### src/rtl/mem_arb_pkg.sv
// Shared types and default sizes for the unified-memory port arbiter.
package mem_arb_pkg;

    localparam int DEF_ADDR_W     = 32;
    localparam int DEF_DATA_W     = 32;
    localparam int DEF_BE_W       = DEF_DATA_W / 8;
    localparam int DEF_STARVE_MAX = 4;
    localparam int STARVE_CNT_W   = 4;
    localparam int PERF_W         = 32;

    typedef enum logic [1:0] {
        OWN_NONE = 2'd0,
        OWN_IF   = 2'd1,
        OWN_DM   = 2'd2
    } owner_t;

endpackage

### src/rtl/arb_starve_ctr.sv
// Saturating count of consecutive cycles in which fetch asked but was denied;
// raises force_if once the count reaches STARVE_MAX.
module arb_starve_ctr
    import mem_arb_pkg::*;
#(
    parameter int STARVE_MAX = DEF_STARVE_MAX
) (
    input  logic clk,
    input  logic rst,
    input  logic if_req,
    input  logic if_gnt,
    output logic force_if
);

    localparam logic [STARVE_CNT_W-1:0] MAX_CNT = STARVE_CNT_W'(STARVE_MAX);

    logic [STARVE_CNT_W-1:0] cnt_reg;
    logic [STARVE_CNT_W-1:0] cnt_next;

    always_comb begin
        cnt_next = cnt_reg;
        if (!if_req || if_gnt) begin
            cnt_next = '0;
        end else if (cnt_reg != MAX_CNT) begin
            cnt_next = cnt_reg + 1'b1;
        end
    end

    always_ff @(posedge clk or negedge rst) begin
        if (!rst) begin
            cnt_reg <= '0;
        end else begin
            cnt_reg <= cnt_next;
        end
    end

    assign force_if = (cnt_reg == MAX_CNT);

endmodule

### src/rtl/mem_port_arbiter.sv
// Shares one single-ported memory between instruction fetch and load/store.
// Optional ARB_PERF_EN adds saturating conflict/grant counters.
module mem_port_arbiter
    import mem_arb_pkg::*;
#(
    parameter int ADDR_W     = DEF_ADDR_W,
    parameter int DATA_W     = DEF_DATA_W,
    parameter int STARVE_MAX = DEF_STARVE_MAX
) (
    input  logic                clk,
    input  logic                rst,
    input  logic                if_req,
    input  logic [ADDR_W-1:0]   if_addr,
    output logic                if_gnt,
    output logic                if_valid,
    output logic [DATA_W-1:0]   if_rdata,
    input  logic                dm_req,
    input  logic                dm_we,
    input  logic [DATA_W/8-1:0] dm_be,
    input  logic [ADDR_W-1:0]   dm_addr,
    input  logic [DATA_W-1:0]   dm_wdata,
    output logic                dm_gnt,
    output logic                dm_valid,
    output logic [DATA_W-1:0]   dm_rdata,
    output logic                stall_if,
`ifdef ARB_PERF_EN
    output logic [PERF_W-1:0]   perf_conflicts,
    output logic [PERF_W-1:0]   perf_if_grants,
    output logic [PERF_W-1:0]   perf_dm_grants,
`endif
    output logic                mem_en,
    output logic                mem_we,
    output logic [DATA_W/8-1:0] mem_be,
    output logic [ADDR_W-1:0]   mem_addr,
    output logic [DATA_W-1:0]   mem_wdata,
    input  logic [DATA_W-1:0]   mem_rdata
);

    localparam int BE_W = DATA_W / 8;

    logic   force_if;
    owner_t owner_reg;
    owner_t owner_next;

    arb_starve_ctr #(
        .STARVE_MAX (STARVE_MAX)
    ) u_starve_ctr (
        .clk      (clk),
        .rst      (rst),
        .if_req   (if_req),
        .if_gnt   (if_gnt),
        .force_if (force_if)
    );

    // Data side wins unless it is idle or fetch has hit its starvation limit.
    always_comb begin
        if_gnt     = 1'b0;
        dm_gnt     = 1'b0;
        owner_next = OWN_NONE;
        if (if_req && (force_if || !dm_req)) begin
            if_gnt     = 1'b1;
            owner_next = OWN_IF;
        end else if (dm_req) begin
            dm_gnt     = 1'b1;
            owner_next = OWN_DM;
        end
    end

    assign stall_if = if_req & ~if_gnt;

    always_comb begin
        mem_en    = 1'b0;
        mem_we    = 1'b0;
        mem_be    = '0;
        mem_addr  = '0;
        mem_wdata = '0;
        if (dm_gnt) begin
            mem_en    = 1'b1;
            mem_we    = dm_we;
            mem_be    = dm_be;
            mem_addr  = dm_addr;
            mem_wdata = dm_wdata;
        end else if (if_gnt) begin
            mem_en    = 1'b1;
            mem_be    = {BE_W{1'b1}};
            mem_addr  = if_addr;
        end
    end

    // Owner of the access in flight; the memory answers one cycle later.
    always_ff @(posedge clk or negedge rst) begin
        if (!rst) begin
            owner_reg <= OWN_NONE;
        end else begin
            owner_reg <= owner_next;
        end
    end

    assign if_valid = (owner_reg == OWN_IF);
    assign dm_valid = (owner_reg == OWN_DM);
    assign if_rdata = if_valid ? mem_rdata : '0;
    assign dm_rdata = dm_valid ? mem_rdata : '0;

`ifdef ARB_PERF_EN
    logic [2:0] perf_inc;
    assign perf_inc = {dm_gnt, if_gnt, if_req & dm_req};

    for (genvar gi = 0; gi < 3; gi++) begin : g_perf
        logic [PERF_W-1:0] cnt_reg;
        always_ff @(posedge clk or negedge rst) begin
            if (!rst) begin
                cnt_reg <= '0;
            end else if (perf_inc[gi] && (cnt_reg != {PERF_W{1'b1}})) begin
                cnt_reg <= cnt_reg + 1'b1;
            end
        end
    end

    assign perf_conflicts = g_perf[0].cnt_reg;
    assign perf_if_grants = g_perf[1].cnt_reg;
    assign perf_dm_grants = g_perf[2].cnt_reg;
`endif

endmodule

### config.mk
export PLATFORM = sky130hd
export DESIGN_NAME = mem_port_arbiter
export DESIGN_NICKNAME = d
export VERILOG_FILES = /design/src/rtl/mem_arb_pkg.sv /design/src/rtl/arb_starve_ctr.sv /design/src/rtl/mem_port_arbiter.sv
export SDC_FILE = /design/constraint.sdc
export NUM_CORES = 1
export LEC_CHECK = 0
export CAP_MARGIN = 20
export CELL_PAD_IN_SITES_DETAIL_PLACEMENT = 1
export CELL_PAD_IN_SITES_GLOBAL_PLACEMENT = 1
export CORE_AREA = 2 2 137 106
export DETAILED_ROUTE_END_ITERATION = 8
export DIE_AREA = 0 0 139 108
export PLACE_DENSITY_LB_ADDON = 0.05
export SLEW_MARGIN = 20
export SYNTH_ARGS = -nofsm -noshare
export SYNTH_HDL_FRONTEND = slang
export SYNTH_SLANG_ARGS = --single-unit
### constraint.sdc
create_clock -name clk -period 1.9 [get_ports clk]
set_input_delay 0.19 -clock clk [delete_from_list [all_inputs] [get_ports clk]]
set_output_delay 0.19 -clock clk [all_outputs]
set_load 0.03 [all_outputs]
Yosys cells after proc, flatten, opt, wreduce, memory -nomap -nowiden
Index checks and enable logic that the tools add are counted.
- add/sub/neg operators: 1
- equal/unequal tests: 4
- mux-type cells: 17
- bitwise operators: 2
- reduce and logical (&&, ||, !) cells: 6
- operators by type and width (kind ; count):
    $mux W32 ; 5
    $mux W4 ; 4
    $mux W1 ; 6
    $add A4 B1 Y4 const B ; 1
    $eq A4 B3 Y1 const B ; 1
    $mux W2 ; 2
    $ne A4 B3 Y1 const B ; 1
    $eq A2 B1 Y1 const B ; 1
    $eq A2 B2 Y1 const B ; 1
    $logic_not A1 Y1 ; 2
    $logic_or A1 B1 Y1 ; 2
    $reduce_bool A2 Y1 ; 1
    $and A1 B1 Y1 ; 1
    $logic_and A1 B1 Y1 ; 1
    $not A1 Y1 ; 1
- register bits: 6
- input bits: 137
- output and inout bits: 139
- word-level logic and storage cells: 32

Depth between registers and ports, before layout
Gate-level depths: netlist of run 1.
- word-level depth: 6
- mapped depth: 7
- gate-level depth less buffers: 5

Hierarchy
From an unflattened synthesis of run 1, not the netlist that was laid out.
- cells, all modules: 184
- area total of the unflattened synthesis: 1408.9 um2
- by module, submodules not included (module ; times used ; cells each ; area each (um2) ; sequential area each (um2)):
    mem_port_arbiter ; 1 ; 164 ; 1191.1 ; 50.0
    arb_starve_ctr ; 1 ; 20 ; 217.7 ; 100.1

Least setup slack after synthesis of run 1
Ideal clock, no wire load.
- path kind: reg-to-output
- start point: register u_starve_ctr.cnt_reg[0]
- end point: output mem_wdata[22]
- arrival: 1.678 ns
- data required time: 1.710 ns
- setup slack: 0.032 ns
- cell stages (with the launch flop): 7
- buffers on the path: 1
- path through: dfrtp_1 -> inv_1 -> ha_1 -> nand3b_4 -> o21a_1 -> clkbuf_1 -> and2_1
- longest elaborated chain between the ends: 5
- ends and longest elaborated chain (what ; line ; RTL):
    start, declared ; arb_starve_ctr.sv:17 ; logic [STARVE_CNT_W-1:0] cnt_reg;
    start signal, assigned ; arb_starve_ctr.sv:33 ; cnt_reg <= cnt_next;
    $eq A4 B3 Y1 ; arb_starve_ctr.sv:37 ; assign force_if = (cnt_reg == MAX_CNT);
    $logic_or A1 B1 Y1 ; mem_port_arbiter.sv:60 ; if (if_req && (force_if || !dm_req)) begin
    $logic_and A1 B1 Y1 ; mem_port_arbiter.sv:60 ;
    $mux W1 ; mem_port_arbiter.sv:60 ;
    named net dm_gnt ; mem_port_arbiter.sv:22 ; output logic dm_gnt,
    $mux W32 ; mem_port_arbiter.sv:77 ; if (dm_gnt) begin
    end, declared ; mem_port_arbiter.sv:35 ; output logic [DATA_W-1:0] mem_wdata,
The timed path passes the listed nets, and every way through them passes these cells.

Final worst setup path of run 1
- start point: register u_starve_ctr.cnt_reg[1]
- end point: output mem_addr[18]
- longest elaborated chain between the ends: 6
- elaborated cells between the ends (all ways): 7
- those cells by class: 1 x eq/ne; 4 x mux; 2 x reduce/logical
- ends and longest elaborated chain (what ; line ; RTL):
    $eq A4 B3 Y1 (*) ; arb_starve_ctr.sv:37 ;
    $logic_or A1 B1 Y1 (*) ; mem_port_arbiter.sv:60 ;
    $logic_and A1 B1 Y1 (*) ; mem_port_arbiter.sv:60 ;
    $mux W1 ; mem_port_arbiter.sv:60 ;
    $mux W32 ; mem_port_arbiter.sv:83 ; end else if (if_gnt) begin
    $mux W32 (*) ; mem_port_arbiter.sv:77 ;
    end, declared ; mem_port_arbiter.sv:34 ; output logic [ADDR_W-1:0] mem_addr,
Mark *: on every way between the ends. The rest lies on a longest branch, timed or not.

==> metrics.txt, run 1 <==
status finished with violations; failing checks setup timing; clk buf depth 2; Gate power share 0.718; FF-to-FF Start u_starve_ctr.cnt_reg[1]; NetSw 627 uW; sequential area share after synthesis 0.113; clock sink total 6; Synth top area share 0.474; Hold Vio Cnt, Final 0; Post-DP HPWL 8110 um; synth warn 0; Reg area 150 um^2; # hold bufs at CTS 0; gr usage total 0.117; remaining antenna violation count after routing 0; vias in the first global route 2,540; grt met1 use 0.121; H-tree levels 1; Lkg Pwr 0.00210 uW; Syn Area/Cell 7.62 um^2; Power Density 375 mW/mm^2; DP Area 0.00393 mm^2; dominant cell type by area after synthesis and2_1; most common cell after layout, fill and taps aside clkdlybuf4s50_1; internal power 1040 uW; first-pass GRT wire length 14,000 um; GRT overflow 0; commonest non-fill, non-tap cells in the layout 137 x clkdlybuf4s50_1, 90 x buf_4, 81 x and2_1, 59 x buf_6, 32 x a22o_1; Final min period 1.96 ns; Slew HR 0.791; Pins Over Slew Limit 0; nets 594; clk root buf clkbuf_16; Worst R2R Setup Slack 0.57 ns; dominant cells by area after synthesis and2_1 47%, a22o_1 21%, dfrtp_1 11%; clock slew at reported path FFs 0.03 ns; synthesis-to-finish area growth 232%; CP startpoint kind register; Initial DRC Count 42; GR peak layer met2; Fin Clk Skew 0.00205 ns; Inserted Clock Buffers 3; min-delay worst type in -> async; layout cell share with drive strength beyond 1 0.411; Post-Syn Nets 314; critical path capture point type output port; MaxCap Viol Count 0; Reg power frac 0.081; worst skew pair latency 0.22 ns; Die Area 0.0150 mm^2; Sw Share 0.377; initial antenna violation count 1; Largest register FFs 4; Final Cycle Share 1.03; Largest stage delay, worst path 0.38 ns; chip width 139 um; GR Util met3 0.0567; final count of negative-setup-slack endpoints 52; initial core utilization 0.0987; Rows 37; CP Class reg -> out; CTS tree built; DR WL/cell 15.8 um; total number of vias 2,385; RSZ-0062 raised after global routing yes; Cell variety after synth 19; n_diodes 0; multi-input gate area in the final layout 0.00112 mm^2; synthesized cell area 0.00133 mm^2; Worst EP required 1.71 ns; drt first pass iters 3; final setup TNS -1.62 ns; Post-route DRC 0; core area 0.0135 mm^2; crit-path cells inv_1 -> ha_2 -> nand3b_4 -> o21a_4 -> clkbuf_16 -> a22o_1 -> buf_6; GRT met2 Usage 0.216; Synth Instances 175; # IOs 276; routed wire length 9910 um; Reg-to-Reg End owner_reg[1]; fin area 0.00443 mm^2; largest net degree at the start of global routing 34; fmax 511 MHz; CP Max Fanout 11; number of vias per cell 3.80; port buffer count 275; R2R depth 5; crit path max-delay cell type dfrtp_1; chip height 108 um; Setup WS post-layout -0.0579 ns; power consumption 1660 uW; Worst-Margin Slew 0.312 ns; CP Data Arrival Time 1.77 ns; GPL Wtd Cong 0.820; Clk network pwr share 0.200; fill cell total of the finished layout 1,547; Peak VDD IR 0.136 mV; Yosys reg bits 6
[critical path, delay by kind of cell, from the launching register on]
family          cells  cell delay [ns]
flops               1             0.38
simple gates        1             0.11
fa+ha+maj           1             0.19
buf+inv             3             0.39
compound gates      2             0.47
[layer usage]
metal | vias to the layer above | wire length, um
met3 | 12 | 1290
met1 | 1075 | 3500
met2 | 156 | 4950
li1 | 1140 | -
met4 | 2 | 153
met5 | - | 13
[cells in the mapped netlist]
cell type  instances
xnor2_1            1
inv_1              3
ha_1               2
or2_2              1
and3_1             1
nor2b_1            2
nand3b_4           1
buf_2              1
buf_6              5
buf_4              3
a21o_1             4
xor2_1             1
and2_1           101
dfrtp_1            6
a21oi_4            1
nand3_1            1
a22o_1            32
o21a_1             1
clkbuf_1           8
[layout make-up]
class | instances | share of cell area
Inverter | 3 | 0.00254
Sequential cell | 6 | 0.0339
Tap cell | 175 | 0.0494
Multi-Input combinational cell | 149 | 0.253
Timing Repair Buffer | 292 | 0.644
Clock buffer | 3 | 0.0169
[worst max path at each step]
stage               slack [ns]                     from  cells past startpoint       endpoint
floorplan                 0.03  u_starve_ctr.cnt_reg[0]                      6  mem_wdata[22]
global placement          0.11                   if_req                      6    mem_addr[7]
detailed placement        0.09                   dm_req                      3         mem_en
CTS                      -0.07  u_starve_ctr.cnt_reg[0]                      7   mem_addr[13]
global route             -0.13  u_starve_ctr.cnt_reg[1]                      7    mem_addr[4]
finish                   -0.06  u_starve_ctr.cnt_reg[1]                      7   mem_addr[18]
[kinds of logic (layout without fill, tap and decap cells)]
family,after synthesis,in the layout,synth area share
AND/OR/NAND/NOR,107,107,0.511
AO/OA/AOI/OAI,38,38,0.250
flip-flops,6,6,0.113
buffers and inverters,20,298,0.0938
adder cells (fa/ha/maj),2,2,0.0188
XOR/XNOR,2,2,0.0131
[what timing repair did]
item	in CTS	in global routing
pin swaps	4	2
buffers inserted	5	1
gates resized for setup	62	22
endpoints found under the setup margin	69	69
gates cloned	2	3
[through the flow]
stage | hold slack [ns] | cells | worst slack (ns) | util
final | 0.215 | 628 | -0.0579 | 0.328
after global routing | 0.242 | 628 | -0.133 | 0.328
after CTS | 0.223 | 625 | -0.0667 | 0.320
after detailed placement | 0.460 | 615 | 0.0889 | 0.291
after global placement | 0.457 | 615 | 0.106 | 0.291
after floorplan | -0.106 | 175 | 0.0318 | -
[power by group through the flow]
stage	logic (uW)	registers, uW	clock network, uW
after global routing	1260	136	348
final	1190	135	333
after floorplan	510	136	0
after CTS	1180	135	342
after detailed placement	1080	137	0
after global placement	1080	137	0
Power figures use the tool's default switching activity.
==> run 2: changes to the inputs <==
--- a/config.mk
+++ b/config.mk
@@ -11,7 +11,7 @@
 export CORE_AREA = 2 2 137 106
 export DETAILED_ROUTE_END_ITERATION = 8
 export DIE_AREA = 0 0 139 108
-export PLACE_DENSITY_LB_ADDON = 0.05
+export PLACE_DENSITY_LB_ADDON = 0.15
 export SLEW_MARGIN = 20
 export SYNTH_ARGS = -nofsm -noshare
 export SYNTH_HDL_FRONTEND = slang
==> run 2 against run 1 <==
Effect of this change:
- the run still ends with setup timing left
- via count increased by 1.2%
- combinational power up 9%
- non-clock buffer count grew 5
- largest cell class unchanged
- flip-flop and latch count unchanged
- global-route usage grew 0.21 points
- critical path depth did not move
- fmax up 0.43%
- routed wire length up 5.4%
- sequential share of layout area is 0.25 points lower
- clock skew shrank 0.0019 ns
- design area rose by 8.0%
- worst setup slack better by 0.0084 ns
==> metrics.txt, run 2 (synthesis results as in run 1) <==
Largest register FFs 4; CP startpoint u_starve_ctr.cnt_reg[0]; final count of negative-setup-slack endpoints 34; port buffer count 275; fin area 0.00479 mm^2; status finished with violations; crit path max-delay cell type dfrtp_1; Reg area 150 um^2; n_diodes 0; Setup WS post-layout -0.0494 ns; DP Area 0.00411 mm^2; Fin Clk Skew 0.000154 ns; worst hold slack 0.206 ns; nets 600; H-tree levels 1; Final Cycle Share 1.03; CP Max Fanout 5; clk root buf clkbuf_16; fill cell total of the finished layout 1,555; CP startpoint kind register; gr usage total 0.119; remaining antenna violation count after routing 0; Worst-Margin Slew 0.349 ns; Pins Over Slew Limit 0; Slew HR 0.767; drt first pass iters 3; CTS tree built; synthesis-to-finish area growth 259%; clock slew at reported path FFs 0.03 ns; initial core utilization 0.0987; most common cell after layout, fill and taps aside clkdlybuf4s50_1; chip width 139 um; Post-route DRC 0; Largest stage delay, worst path 0.38 ns; failing checks setup timing; core area 0.0135 mm^2; RSZ-0062 raised after global routing yes; Initial DRC Count 33; layout cell share with drive strength beyond 1 0.447; Hold Vio Cnt, Final 0; number of vias per cell 3.81; commonest non-fill, non-tap cells in the layout 136 x clkdlybuf4s50_1, 77 x buf_4, 68 x and2_1, 58 x buf_6, 33 x and2_4; min-delay worst type in -> async; vias in the first global route 2,682; largest net degree at the start of global routing 34; Power Density 370 mW/mm^2; # IOs 276; FF-to-FF Start u_starve_ctr.cnt_reg[0]; Lkg Pwr 0.00224 uW; initial antenna violation count 0; clock sink total 6; Post-DP HPWL 8230 um; Worst R2R Setup Slack 0.48 ns; GRT overflow 0; MaxCap Viol Count 0; multi-input gate area in the final layout 0.00118 mm^2; Worst EP required 1.71 ns; fmax 513 MHz; Final min period 1.95 ns; worst skew pair latency 0.23 ns; Die Area 0.0150 mm^2; crit-path cells inv_2 -> ha_4 -> nand3b_4 -> o21a_4 -> clkbuf_16 -> a22o_1 -> buf_6; clk buf depth 2; critical path capture point type output port; routed wire length 10,400 um; Inserted Clock Buffers 3; Rows 37; first-pass GRT wire length 14,300 um; total number of vias 2,413; Peak VDD IR 0.182 mV; CP Data Arrival Time 1.76 ns; DR WL/cell 16.5 um; CP Class reg -> out; GPL Wtd Cong 0.785; chip height 108 um
run 2: cell count changes in the layout (fill, tap and decap cells not counted), moves of 2 or more:
cell	previous run	this run
nor2b_2	2	0
and2_4	20	33
nor2b_1	0	2
and2_1	81	68
buf_12	2	19
buf_16	1	3
buf_4	90	77
run 2: final timing paths:
| check | end | depth (start not counted) |
|---|---|---|
| worst max-delay path | mem_addr[26] | 7 |
| worst min-delay path | u_starve_ctr.cnt_reg[2] | 1 |
| worst max register to register | owner_reg[1] | 6 |
| worst min register to register | u_starve_ctr.cnt_reg[3] | 2 |
| max in group asynchronous | owner_reg[0] | 1 |
| min in group clk | u_starve_ctr.cnt_reg[3] | 2 |
run 2: area by class of cell:
class	count	area share
repair buffers	297	0.659
flip-flops and latches	6	0.0314
well taps	175	0.0457
inverters	3	0.00235
clock buffers	3	0.0157
multi-input cells	150	0.246
run 2: repair_timing:
action                     4_1_cts  5_1_grt
cloned                           3        7
buffers inserted                 2        4
setup endpoints to repair       65       66
pin swaps                       16        7
hold buffers                     0        0
gates resized for setup         79       22
run 2: where the power goes:
part / internal, uW / switching, uW
logic: 712 / 587
registers: 133 / 2.54
clock network: 270 / 66.2
run 2: routing by layer:
metal | share of wire | vias up | GRT usage
li1 | - | 1153 | -
met1 | 0.35 | 1101 | 0.122
met2 | 0.52 | 155 | 0.230
met3 | 0.12 | 4 | 0.0523
met4 | 0.0052 | 0 | 0.0195
met5 | 0 | - | 0
run 2: worst max-delay path: cells and delay by family, from the launching register on:
| family | cells | cell delay (ns) |
|---|---|---|
| AO/OA/AOI/OAI | 2 | 0.49 |
| adder cells (fa/ha/maj) | 1 | 0.14 |
| buffers and inverters | 3 | 0.40 |
| flip-flops | 1 | 0.38 |
| AND/OR/NAND/NOR | 1 | 0.12 |
run 2: through the flow:
stage	total power (uW)	worst slack, ns	utilization	setup TNS [ns]	std cells
after floorplan	646	0.0318	-	0	175
final	1770	-0.0494	0.354	-0.808	634
after detailed placement	1270	0.0377	0.304	0	615
after global placement	1270	0.136	0.304	0	615
after CTS	1720	-0.0554	0.337	-1.22	623
after global routing	1850	-0.123	0.354	-5.13	634
==> run 3: changes to the inputs <==
--- a/config.mk
+++ b/config.mk
@@ -5,6 +5,7 @@
 export SDC_FILE = /design/constraint.sdc
 export NUM_CORES = 1
 export LEC_CHECK = 0
+export ABC_CLOCK_PERIOD_IN_PS = 1900
 export CAP_MARGIN = 20
 export CELL_PAD_IN_SITES_DETAIL_PLACEMENT = 1
 export CELL_PAD_IN_SITES_GLOBAL_PLACEMENT = 1
==> results of run 3 <==
Final layout, timing and power as in run 2 (identical DEF).
